<file path="config.mk">
export PLATFORM = sky130hd
export DESIGN_NAME = risc_run_ctrl
export DESIGN_NICKNAME = d
export VERILOG_FILES = /design/src/rtl/risc_pkg.sv /design/src/rtl/risc_trace_buf.sv /design/src/rtl/risc_run_ctrl.sv
export SDC_FILE = /design/constraint.sdc
export NUM_CORES = 1
export LEC_CHECK = 0
export CAP_MARGIN = 20
export CORE_UTILIZATION = 40
export CTS_CLUSTER_SIZE = 30
export DETAILED_ROUTE_END_ITERATION = 6
export PLACE_DENSITY = 0.79
export SYNTH_ARGS = -nofsm -noshare
export SYNTH_HDL_FRONTEND = slang
export SYNTH_SLANG_ARGS = --single-unit
</file>
<file path="constraint.sdc">
create_clock -name clk -period 1.7 [get_ports clk]
set_input_delay 0.255 -clock clk [delete_from_list [all_inputs] [get_ports clk]]
set_output_delay 0.255 -clock clk [all_outputs]
set_load 0.05 [all_outputs]
</file>
<file path="src/rtl/risc_pkg.sv">
// ---------------------------------------------------------------------------
// risc_pkg
//   Shared types and constants for the RV32I run controller slice.
//   - run_state_e : run-controller state encoding (2-bit)
//   - RISC_XLEN   : default core result-bus width
//   - RISC_END_SIG: default end-of-test signature on the core result bus
// ---------------------------------------------------------------------------
package risc_pkg;

    localparam int RISC_XLEN = 32;

    localparam logic [31:0] RISC_END_SIG = 32'h0000_0001;

    typedef enum logic [1:0] {
        IDLE       = 2'd0,
        RESET_HOLD = 2'd1,
        RUN        = 2'd2,
        DONE       = 2'd3
    } run_state_e;

endpackage : risc_pkg

</file>
<file path="src/rtl/risc_trace_buf.sv">
// ---------------------------------------------------------------------------
// risc_trace_buf
//   Circular trace of the core result bus. While run is high, din is stored
//   whenever it differs from the last stored value (the first sample after
//   clear is always stored). The write pointer wraps so the oldest entry is
//   overwritten; cnt saturates at DEPTH. Reads are combinational and indexed
//   from the oldest entry; an index at or beyond cnt reads as zero.
//   Only instantiated when RUN_CTRL_TRACE_EN is defined.
// Ports
//   clk, rst     clock, asynchronous active-high reset
//   clear        empties the buffer (takes priority over writes)
//   run          core is running; sampling enabled
//   din          core result bus
//   rd_idx       read index, 0 = oldest
//   rd_data      entry at rd_idx, or 0 if rd_idx >= cnt
//   cnt          number of valid entries (0..DEPTH)
// ---------------------------------------------------------------------------
module risc_trace_buf #(
    parameter int XLEN  = 32,
    parameter int DEPTH = 8,
    localparam int AW   = $clog2(DEPTH)
) (
    input  logic            clk,
    input  logic            rst,
    input  logic            clear,
    input  logic            run,
    input  logic [XLEN-1:0] din,
    input  logic [AW-1:0]   rd_idx,
    output logic [XLEN-1:0] rd_data,
    output logic [AW:0]     cnt
);

    logic [XLEN-1:0] mem_q [DEPTH];
    logic [AW-1:0]   wr_ptr_q, wr_ptr_d;
    logic [AW:0]     cnt_q, cnt_d;
    logic [XLEN-1:0] last_q, last_d;
    logic            have_last_q, have_last_d;
    logic            wr_en;
    logic [AW-1:0]   oldest;
    logic [AW-1:0]   rd_ptr;

    // Change filter: consecutive repeats of the same value are not stored.
    assign wr_en = run && !clear && (!have_last_q || (din != last_q));

    // NOTE: every always_comb output gets a default first so no path leaves it unassigned (no latch).
    always_comb begin
        wr_ptr_d    = wr_ptr_q;
        cnt_d       = cnt_q;
        last_d      = last_q;
        have_last_d = have_last_q;
        if (clear) begin
            wr_ptr_d    = '0;
            cnt_d       = '0;
            last_d      = '0;
            have_last_d = 1'b0;
        end else if (wr_en) begin
            // DEPTH is a power of two, so the pointer wraps naturally.
            wr_ptr_d    = wr_ptr_q + AW'(1);
            cnt_d       = (cnt_q == (AW+1)'(DEPTH)) ? cnt_q : cnt_q + (AW+1)'(1);
            last_d      = din;
            have_last_d = 1'b1;
        end
    end

    // NOTE: sequential state uses non-blocking assignments so every flop samples pre-edge values.
    always_ff @(posedge clk or posedge rst) begin
        if (rst) begin
            wr_ptr_q    <= '0;
            cnt_q       <= '0;
            last_q      <= '0;
            have_last_q <= 1'b0;
        end else begin
            wr_ptr_q    <= wr_ptr_d;
            cnt_q       <= cnt_d;
            last_q      <= last_d;
            have_last_q <= have_last_d;
        end
    end

    // NOTE: the storage array is not reset; entries at or beyond cnt are never returned, so its contents are don't-care.
    always_ff @(posedge clk) begin
        if (wr_en) begin
            mem_q[wr_ptr_q] <= din;
        end
    end

    // Until the buffer is full the oldest entry sits at slot 0; once full it
    // is the slot the next write would overwrite.
    assign oldest  = (cnt_q == (AW+1)'(DEPTH)) ? wr_ptr_q : '0;
    assign rd_ptr  = oldest + rd_idx;
    assign rd_data = ({1'b0, rd_idx} < cnt_q) ? mem_q[rd_ptr] : '0;
    assign cnt     = cnt_q;

endmodule : risc_trace_buf

</file>
<file path="src/rtl/risc_run_ctrl.sv">
// ---------------------------------------------------------------------------
// risc_run_ctrl
//   Run controller for the RV32I core. On start it holds the core in reset
//   for RST_CYCLES cycles, then runs it for at most MAX_CYCLES cycles while
//   watching core_out for END_SIG, and latches the verdict (pass / timeout)
//   together with the final core_out value and the run-cycle count.
//   The core stays parked in reset in IDLE and DONE.
// Configuration
//   RUN_CTRL_TRACE_EN : adds a TRACE_DEPTH-entry change-filtered trace of
//                       core_out and the trace_* ports.
// Ports
//   clk, rst     clock, asynchronous active-high reset
//   start        1-cycle pulse; honoured only in IDLE or DONE
//   core_out     core result bus
//   core_rst     reset to the core (high except in RUN)
//   busy         high in RESET_HOLD and RUN
//   done         high in DONE
//   pass         END_SIG seen (valid with done)
//   timeout      budget exhausted (valid with done)
//   final_out    core_out sampled on the terminating run cycle
//   cycle_count  run cycles elapsed
//   trace_idx    trace read index, 0 = oldest      (RUN_CTRL_TRACE_EN)
//   trace_data   trace entry at trace_idx          (RUN_CTRL_TRACE_EN)
//   trace_cnt    valid trace entries, saturating   (RUN_CTRL_TRACE_EN)
// ---------------------------------------------------------------------------
module risc_run_ctrl
    import risc_pkg::*;
#(
    parameter int              XLEN       = RISC_XLEN,
    parameter int              RST_CYCLES = 2,
    parameter int              MAX_CYCLES = 20,
    parameter int              CNT_W      = 16,
    parameter logic [XLEN-1:0] END_SIG    = XLEN'(RISC_END_SIG)
`ifdef RUN_CTRL_TRACE_EN
   ,parameter int              TRACE_DEPTH = 8
`endif
) (
    input  logic             clk,
    input  logic             rst,
    input  logic             start,
    input  logic [XLEN-1:0]  core_out,
    output logic             core_rst,
    output logic             busy,
    output logic             done,
    output logic             pass,
    output logic             timeout,
    output logic [XLEN-1:0]  final_out,
    output logic [CNT_W-1:0] cycle_count
`ifdef RUN_CTRL_TRACE_EN
   ,input  logic [$clog2(TRACE_DEPTH)-1:0] trace_idx,
    output logic [XLEN-1:0]                trace_data,
    output logic [$clog2(TRACE_DEPTH):0]   trace_cnt
`endif
);

    localparam int HOLD_W = (RST_CYCLES > 1) ? $clog2(RST_CYCLES) : 1;

    run_state_e       state_q, state_d;
    logic [HOLD_W-1:0] hold_cnt_q, hold_cnt_d;
    logic [CNT_W-1:0] cycle_count_q, cycle_count_d;
    logic             pass_q, pass_d;
    logic             timeout_q, timeout_d;
    logic [XLEN-1:0]  final_out_q, final_out_d;
    logic             enter_hold;

    always_comb begin
        state_d       = state_q;
        hold_cnt_d    = hold_cnt_q;
        cycle_count_d = cycle_count_q;
        pass_d        = pass_q;
        timeout_d     = timeout_q;
        final_out_d   = final_out_q;
        enter_hold    = 1'b0;

        case (state_q)
            IDLE: begin
                enter_hold = start;
            end
            RESET_HOLD: begin
                if (hold_cnt_q == HOLD_W'(RST_CYCLES - 1)) begin
                    state_d = RUN;
                end else begin
                    hold_cnt_d = hold_cnt_q + HOLD_W'(1);
                end
            end
            RUN: begin
                // The count includes the terminating cycle, so it freezes at
                // that cycle's value + 1.
                cycle_count_d = cycle_count_q + CNT_W'(1);
                // Signature is tested first so it wins a tie with the budget.
                if (core_out == END_SIG) begin
                    state_d     = DONE;
                    pass_d      = 1'b1;
                    final_out_d = core_out;
                end else if (cycle_count_q == CNT_W'(MAX_CYCLES - 1)) begin
                    state_d     = DONE;
                    timeout_d   = 1'b1;
                    final_out_d = core_out;
                end
            end
            DONE: begin
                enter_hold = start;
            end
            default: begin
                state_d = IDLE;
            end
        endcase

        // A new run clears the previous verdict on the same edge it starts.
        if (enter_hold) begin
            state_d       = RESET_HOLD;
            hold_cnt_d    = '0;
            cycle_count_d = '0;
            pass_d        = 1'b0;
            timeout_d     = 1'b0;
            final_out_d   = '0;
        end
    end

    always_ff @(posedge clk or posedge rst) begin
        if (rst) begin
            state_q       <= IDLE;
            hold_cnt_q    <= '0;
            cycle_count_q <= '0;
            pass_q        <= 1'b0;
            timeout_q     <= 1'b0;
            final_out_q   <= '0;
        end else begin
            state_q       <= state_d;
            hold_cnt_q    <= hold_cnt_d;
            cycle_count_q <= cycle_count_d;
            pass_q        <= pass_d;
            timeout_q     <= timeout_d;
            final_out_q   <= final_out_d;
        end
    end

    // Decoded from the state register, so rst parks the core immediately.
    assign core_rst    = (state_q != RUN);
    assign busy        = (state_q == RESET_HOLD) || (state_q == RUN);
    assign done        = (state_q == DONE);
    assign pass        = pass_q;
    assign timeout     = timeout_q;
    assign final_out   = final_out_q;
    assign cycle_count = cycle_count_q;

`ifdef RUN_CTRL_TRACE_EN
    risc_trace_buf #(
        .XLEN  (XLEN),
        .DEPTH (TRACE_DEPTH)
    ) u_trace_buf (
        .clk     (clk),
        .rst     (rst),
        .clear   (enter_hold),
        .run     (state_q == RUN),
        .din     (core_out),
        .rd_idx  (trace_idx),
        .rd_data (trace_data),
        .cnt     (trace_cnt)
    );
`endif

endmodule : risc_run_ctrl

</file>
Yosys cells after proc, flatten, opt, wreduce, memory -nomap -nowiden --
Index checks and enable logic that the tools add are counted. Widths: inputs -> output; s select.
Storage, ports and cells: input port bits 35, bits in registers 53, logic and storage cells 52
Operators by class: muxes and demuxes 22, $add $sub $neg 2, equality and inequality tests 9, reduce and logical (&&, ||, !) cells 13
Operators by type and width (count):
- $mux 32 | 4
- $eq 32x1->1 const B | 1
- $mux 16 | 2
- $add 16x1->16 const B | 1
- $eq 16x5->1 const B | 1
- $mux 1 | 11
- $mux 2 | 4
- $reduce_bool 2->1 | 4
- $reduce_and 3->1 | 2
- $reduce_bool 3->1 | 2
- $eq 2x2->1 const B | 2
- $ne 2x2->1 const B | 2
- $ne 4x4->1 const B | 1
- $pmux 2 s2 | 1
- $reduce_and 2->1 | 2
- $ne 3x3->1 const B | 1
- $eq 2x1->1 const B | 1
- $logic_not 2->1 | 1
- $reduce_or 2->1 | 1
- $add 1x1->1 const B | 1
- $logic_or 1x1->1 | 1

Logic depth before layout (Yosys ltp) --
Gate-level depths: netlist (run 1).
depth after elaboration 5, mapped depth 8

Worst setup path before layout (run 1) --
Ideal clock, no wire load.
path type register to register, start point register cycle_count_q[0], in the netlist cycle_count[0], end point register final_out_q[14], in the netlist final_out[14], cell stages (with the launch flop) 9, data required time 1.579 ns, arrival time 2.066 ns, library setup time 0.121 ns, setup slack -0.487 ns, path buffers 2, path through dfrtp_1 -> ha_1 -> nor3b_1 -> and4_1 -> o21bai_4 -> and3_1 -> buf_6 -> buf_6 -> a22o_2
On the way: word-level cells in the longest chain between the ends 3
RTL lines:
- from (decl) | line risc_run_ctrl.sv:60 | logic [CNT_W-1:0] cycle_count_q, cycle_count_d;
- from (signal assigned) | line risc_run_ctrl.sv:131 | cycle_count_q <= cycle_count_d;
- $eq 16x5->1 | line risc_run_ctrl.sv:95 | end else if (cycle_count_q == CNT_W'(MAX_CYCLES - 1)) begin
- $reduce_bool 3->1 (no source line)
- $reduce_and 2->1 (no source line)
- to (signal assigned) | line risc_run_ctrl.sv:134 | final_out_q <= final_out_d;
- to (decl) | line risc_run_ctrl.sv:63 | logic [XLEN-1:0] final_out_q, final_out_d;
No other way between the ends. A chain may end at the register's enable or synchronous reset.

Worst setup path after layout (run 1) --
start point register cycle_count_q[1], in the netlist cycle_count[1], end point register final_out_q[7], in the netlist final_out[7]
The elaborated chain is that of the path after synthesis.

==> results.cfg, run 1 <==
[power_and_ir_drop]
power_leakage_nw = 1.86
p_per_area_nw_per_um2 = 971
totalPowerFinal_w = 0.00367
seqPwrFrac_pct = 37.6
ir_drop_v = 0.000737
switchingPower_w = 0.00138
p_comb_share_pct = 42.7
p_clk_share_pct = 19.7
internal_power_w = 0.00230
swShare_pct = 37.5

[sta]
slew_viol_final = 0
fmax_ghz = 0.565
slew_headroom_pct = 69.4
fin_crit_sh_pct = 104
setup_ws_ns = -0.0690
fin_setup_tns_ns = -1.50
clock_skew_ns = 0.0114
rsz0062_at_grt = true
worst_pin_slew_ns = 0.458
finalCriticalPeriod_ns = 1.77
whs_ns = 0.217
setup_viol = 35
finalHoldViolCount = 0

[floorplanning]
die_w_um = 78.5
die_area_um2 = 6160
core_um2 = 5570
ios = 88
rows = 27
fp.dieH_um = 78.5
initial_core_util_pct = 42.0

[layout]
area_growth_pct = 61.5
instances_no_fill = 406
nets = 372
regArea_um2 = 1340
multi_input_area_um2 = 1020
layout-drive-gt1-share_pct = 48.2
fillers = 432
postLayoutCoreUtil_pct = 67.8
diodes = 0

[critical_path]
crit_type = reg -> reg
max_stage_delay_ns = 0.44
cp_data_required_time_ns = 1.90
r2r_slack_ns = -0.07
slowest_stage = dfrtp_2
crit_arrival_ns = 1.97
critPathCaptureType = register
r2r-end = final_out[7]$_DFFE_PP0P_
critPathLaunch = cycle_count[1]$_DFFE_PP0P_
cp_max_fo = 13
cp_cell_sequence = ha_4 -> nor3b_2 -> and4_1 -> o21bai_4 -> and3_4 -> buf_12 -> a22o_2
r2r-start = cycle_count[1]$_DFFE_PP0P_
start_kind = register
r2r.worst_path.cells = 7
worstSetupEndpoint = final_out[7]$_DFFE_PP0P_

[synthesis]
yosys.area.top_type = dfrtp_1
syn_avg_cell_area_um2 = 11.9
synth_edf_count = 0
ys_ff_latch = 53
ys.flop_type = dfrtp_1
synthDistinctLibCells = 31
synth_warnings = 0
async_flop_share_pct = 100
syn-cell-area_um2 = 2340
yosys-top-cells-area = dfrtp_1, a22o_2, a22o_1
ys_seq_area_share_pct = 56.7
synth_top_area_share_pct = 56.7
synth_nets = 236
syn_inst = 197

[routing]
drt_iter0_markers = 131
drtAntennaViolNets = 0
wl_met3_um = 368
route.met2.wl_mm = 3.15
dr.pass1.iters = 4
drc = 0
drt-met1-wl_mm = 2.85
avgViaCountPerCell = 5.27
wire_per_inst_um = 15.9
drt-total-wl_mm = 6.45
top_layer = met4
vias = 2141

[clock_network]
hold_buffers = 0
cts_tree = yes
clock_sinks = 53
clk_pin_slew_worst_paths_ns = 0.10
cts_made_buffers = 5
root_buffer = clkbuf_8
clk_latency_ns = 0.31
htreeDepth = 2
clock_tree.buffer_depth = 2

[worst_hold_path]
worstHoldPathType = in -> reg

[outcome]
run_status = finished, violations left
violations = negative setup slack

[placement]
gp_congestion = 0.810
dp_hpwl_mm = 4.68
io_buffers = 87
place_inst = 393

[grt]
grt_overflow = 0
globalRouteTotalUtil_pct = 21.6
grt_first_pass_wirelength_mm = 10.2
grt_max_degree = 33
grt_pass1_vias = 2077
antenna_found_initial = 0

[job]
maxCapViolCount = 0
==> flip-flops by register name (all words and copies together) (netlist names) <==
register	cells
final_out	32
cycle_count	16
state_q	2
hold_cnt_q	1
pass	1
timeout	1
==> repair_timing <==
action | in CTS | in global routing
resized for setup | 36 | 10
setup buffers | 4 | 0
cloned | 1 | 0
endpoints found under the setup margin | 36 | 41
pin swaps | 16 | 0
==> logic make-up (layout without fill, tap and decap cells) <==
family                     after synthesis  count (layout)  share of synthesized area, %
xor gates and xnor gates                10              10                          3.74
AOI/OAI and AO/OA                       51              51                          18.0
DFF                                     53              53                          56.7
muxes                                    1               1                         0.428
adders and majority gates                4               4                          2.14
and+or+nand+nor                         61              61                          14.1
buffers and inverters                   17             154                          4.97
==> synth_stat cells (2+ instances only) <==
| master | number |
|---|---|
| nor4_1 | 9 |
| a21oi_1 | 9 |
| inv_1 | 7 |
| nand4_1 | 7 |
| a22o_1 | 14 |
| nand2_1 | 7 |
| buf_1 | 2 |
| nor4b_1 | 2 |
| nand3_1 | 4 |
| ha_1 | 4 |
| xor2_1 | 6 |
| a22o_2 | 18 |
| and3_1 | 2 |
| and4_1 | 3 |
| xnor2_1 | 4 |
| dfrtp_1 | 53 |
| nor2_1 | 17 |
| buf_6 | 7 |
| o21ai_0 | 6 |
| or3_1 | 5 |
==> worst max-delay path, delay by kind of cell, from the launching register on <==
kind | cells | cell delay, ns
simple gates | 3 | 0.53
flops | 1 | 0.44
compound gates | 2 | 0.40
fa+ha+maj | 1 | 0.16
buf+inv | 1 | 0.14
==> cell type report <==
cell class	instances	area share (%)
Clock inverter	3	0.596
Inverter	7	0.695
Multi-Input combinational cell	127	27.1
Tap cell	72	2.38
Sequential cell	53	35.3
Timing Repair Buffer	139	32.1
Clock buffer	5	1.82
==> cells in the final DEF (no fill, tap or decap), types with 2 or more instances in the layout <==
master and count:
clkbuf_8 5, a22o_1 14, clkinvlp_4 3, buf_12 7
nand4_1 7, nand2_1 7, and4_1 2, buf_4 96
or3_1 5, a22o_2 18, nor2_1 17, xor2_1 6
dfrtp_2 7, a21oi_2 2, nor4_2 6, inv_1 5
ha_1 2, clkdlybuf4s50_1 11, inv_2 2, nor4_1 2
o21ai_0 5, dlygate4sd2_1 22, nand3_1 3, a21oi_1 7
dfrtp_1 46, xnor2_1 4
==> worst min path at each step <==
stage,from,endpoint,slack (ns),cells past startpoint
2_1_floorplan,core_out[11],final_out[11]$_DFFE_PP0P_,0.38,1
3_3_place_gp,timeout$_DFFE_PP0P_,timeout$_DFFE_PP0P_,0.48,1
3_5_place_dp,timeout$_DFFE_PP0P_,timeout$_DFFE_PP0P_,0.49,1
4_1_cts,rst,cycle_count[11]$_DFFE_PP0P_,0.29,2
5_1_grt,core_out[0],final_out[0]$_DFFE_PP0P_,0.21,2
6_report,core_out[0],final_out[0]$_DFFE_PP0P_,0.22,2
==> metal layers <==
metal / vias up / global-route usage (%)
li1: 1006 / -
met1: 1041 / 28.4
met2: 86 / 36.6
met3: 8 / 4.19
met4: 0 / 5.37
met5: - / 0
==> metrics by stage <==
stage / instance area, µm² / setup WS (ns)
final: 3780 / -0.0690
after global routing: 3780 / -0.128
after CTS: 3740 / -0.0707
after detailed placement: 3540 / -0.522
after global placement: 3540 / -0.513
after floorplan: 2370 / -0.228
==> power groups by stage <==
stage               Clock [W]  Sequential, W  Combinational [W]
floorplan                   0        0.00152           0.000743
global placement            0        0.00140            0.00143
detailed placement          0        0.00141            0.00145
CTS                  0.000727        0.00138            0.00156
global route         0.000797        0.00139            0.00167
finish               0.000723        0.00138            0.00157
(Power assumes the default switching activity.)
==> run 2: changes to the inputs <==
--- a/config.mk
+++ b/config.mk
@@ -5,7 +5,6 @@
 export SDC_FILE = /design/constraint.sdc
 export NUM_CORES = 1
 export LEC_CHECK = 0
-export CAP_MARGIN = 20
 export CORE_UTILIZATION = 40
 export CTS_CLUSTER_SIZE = 30
 export DETAILED_ROUTE_END_ITERATION = 6
==> results of run 2 <==
Same layout as run 1: the final DEF is identical, and so are final timing and power.
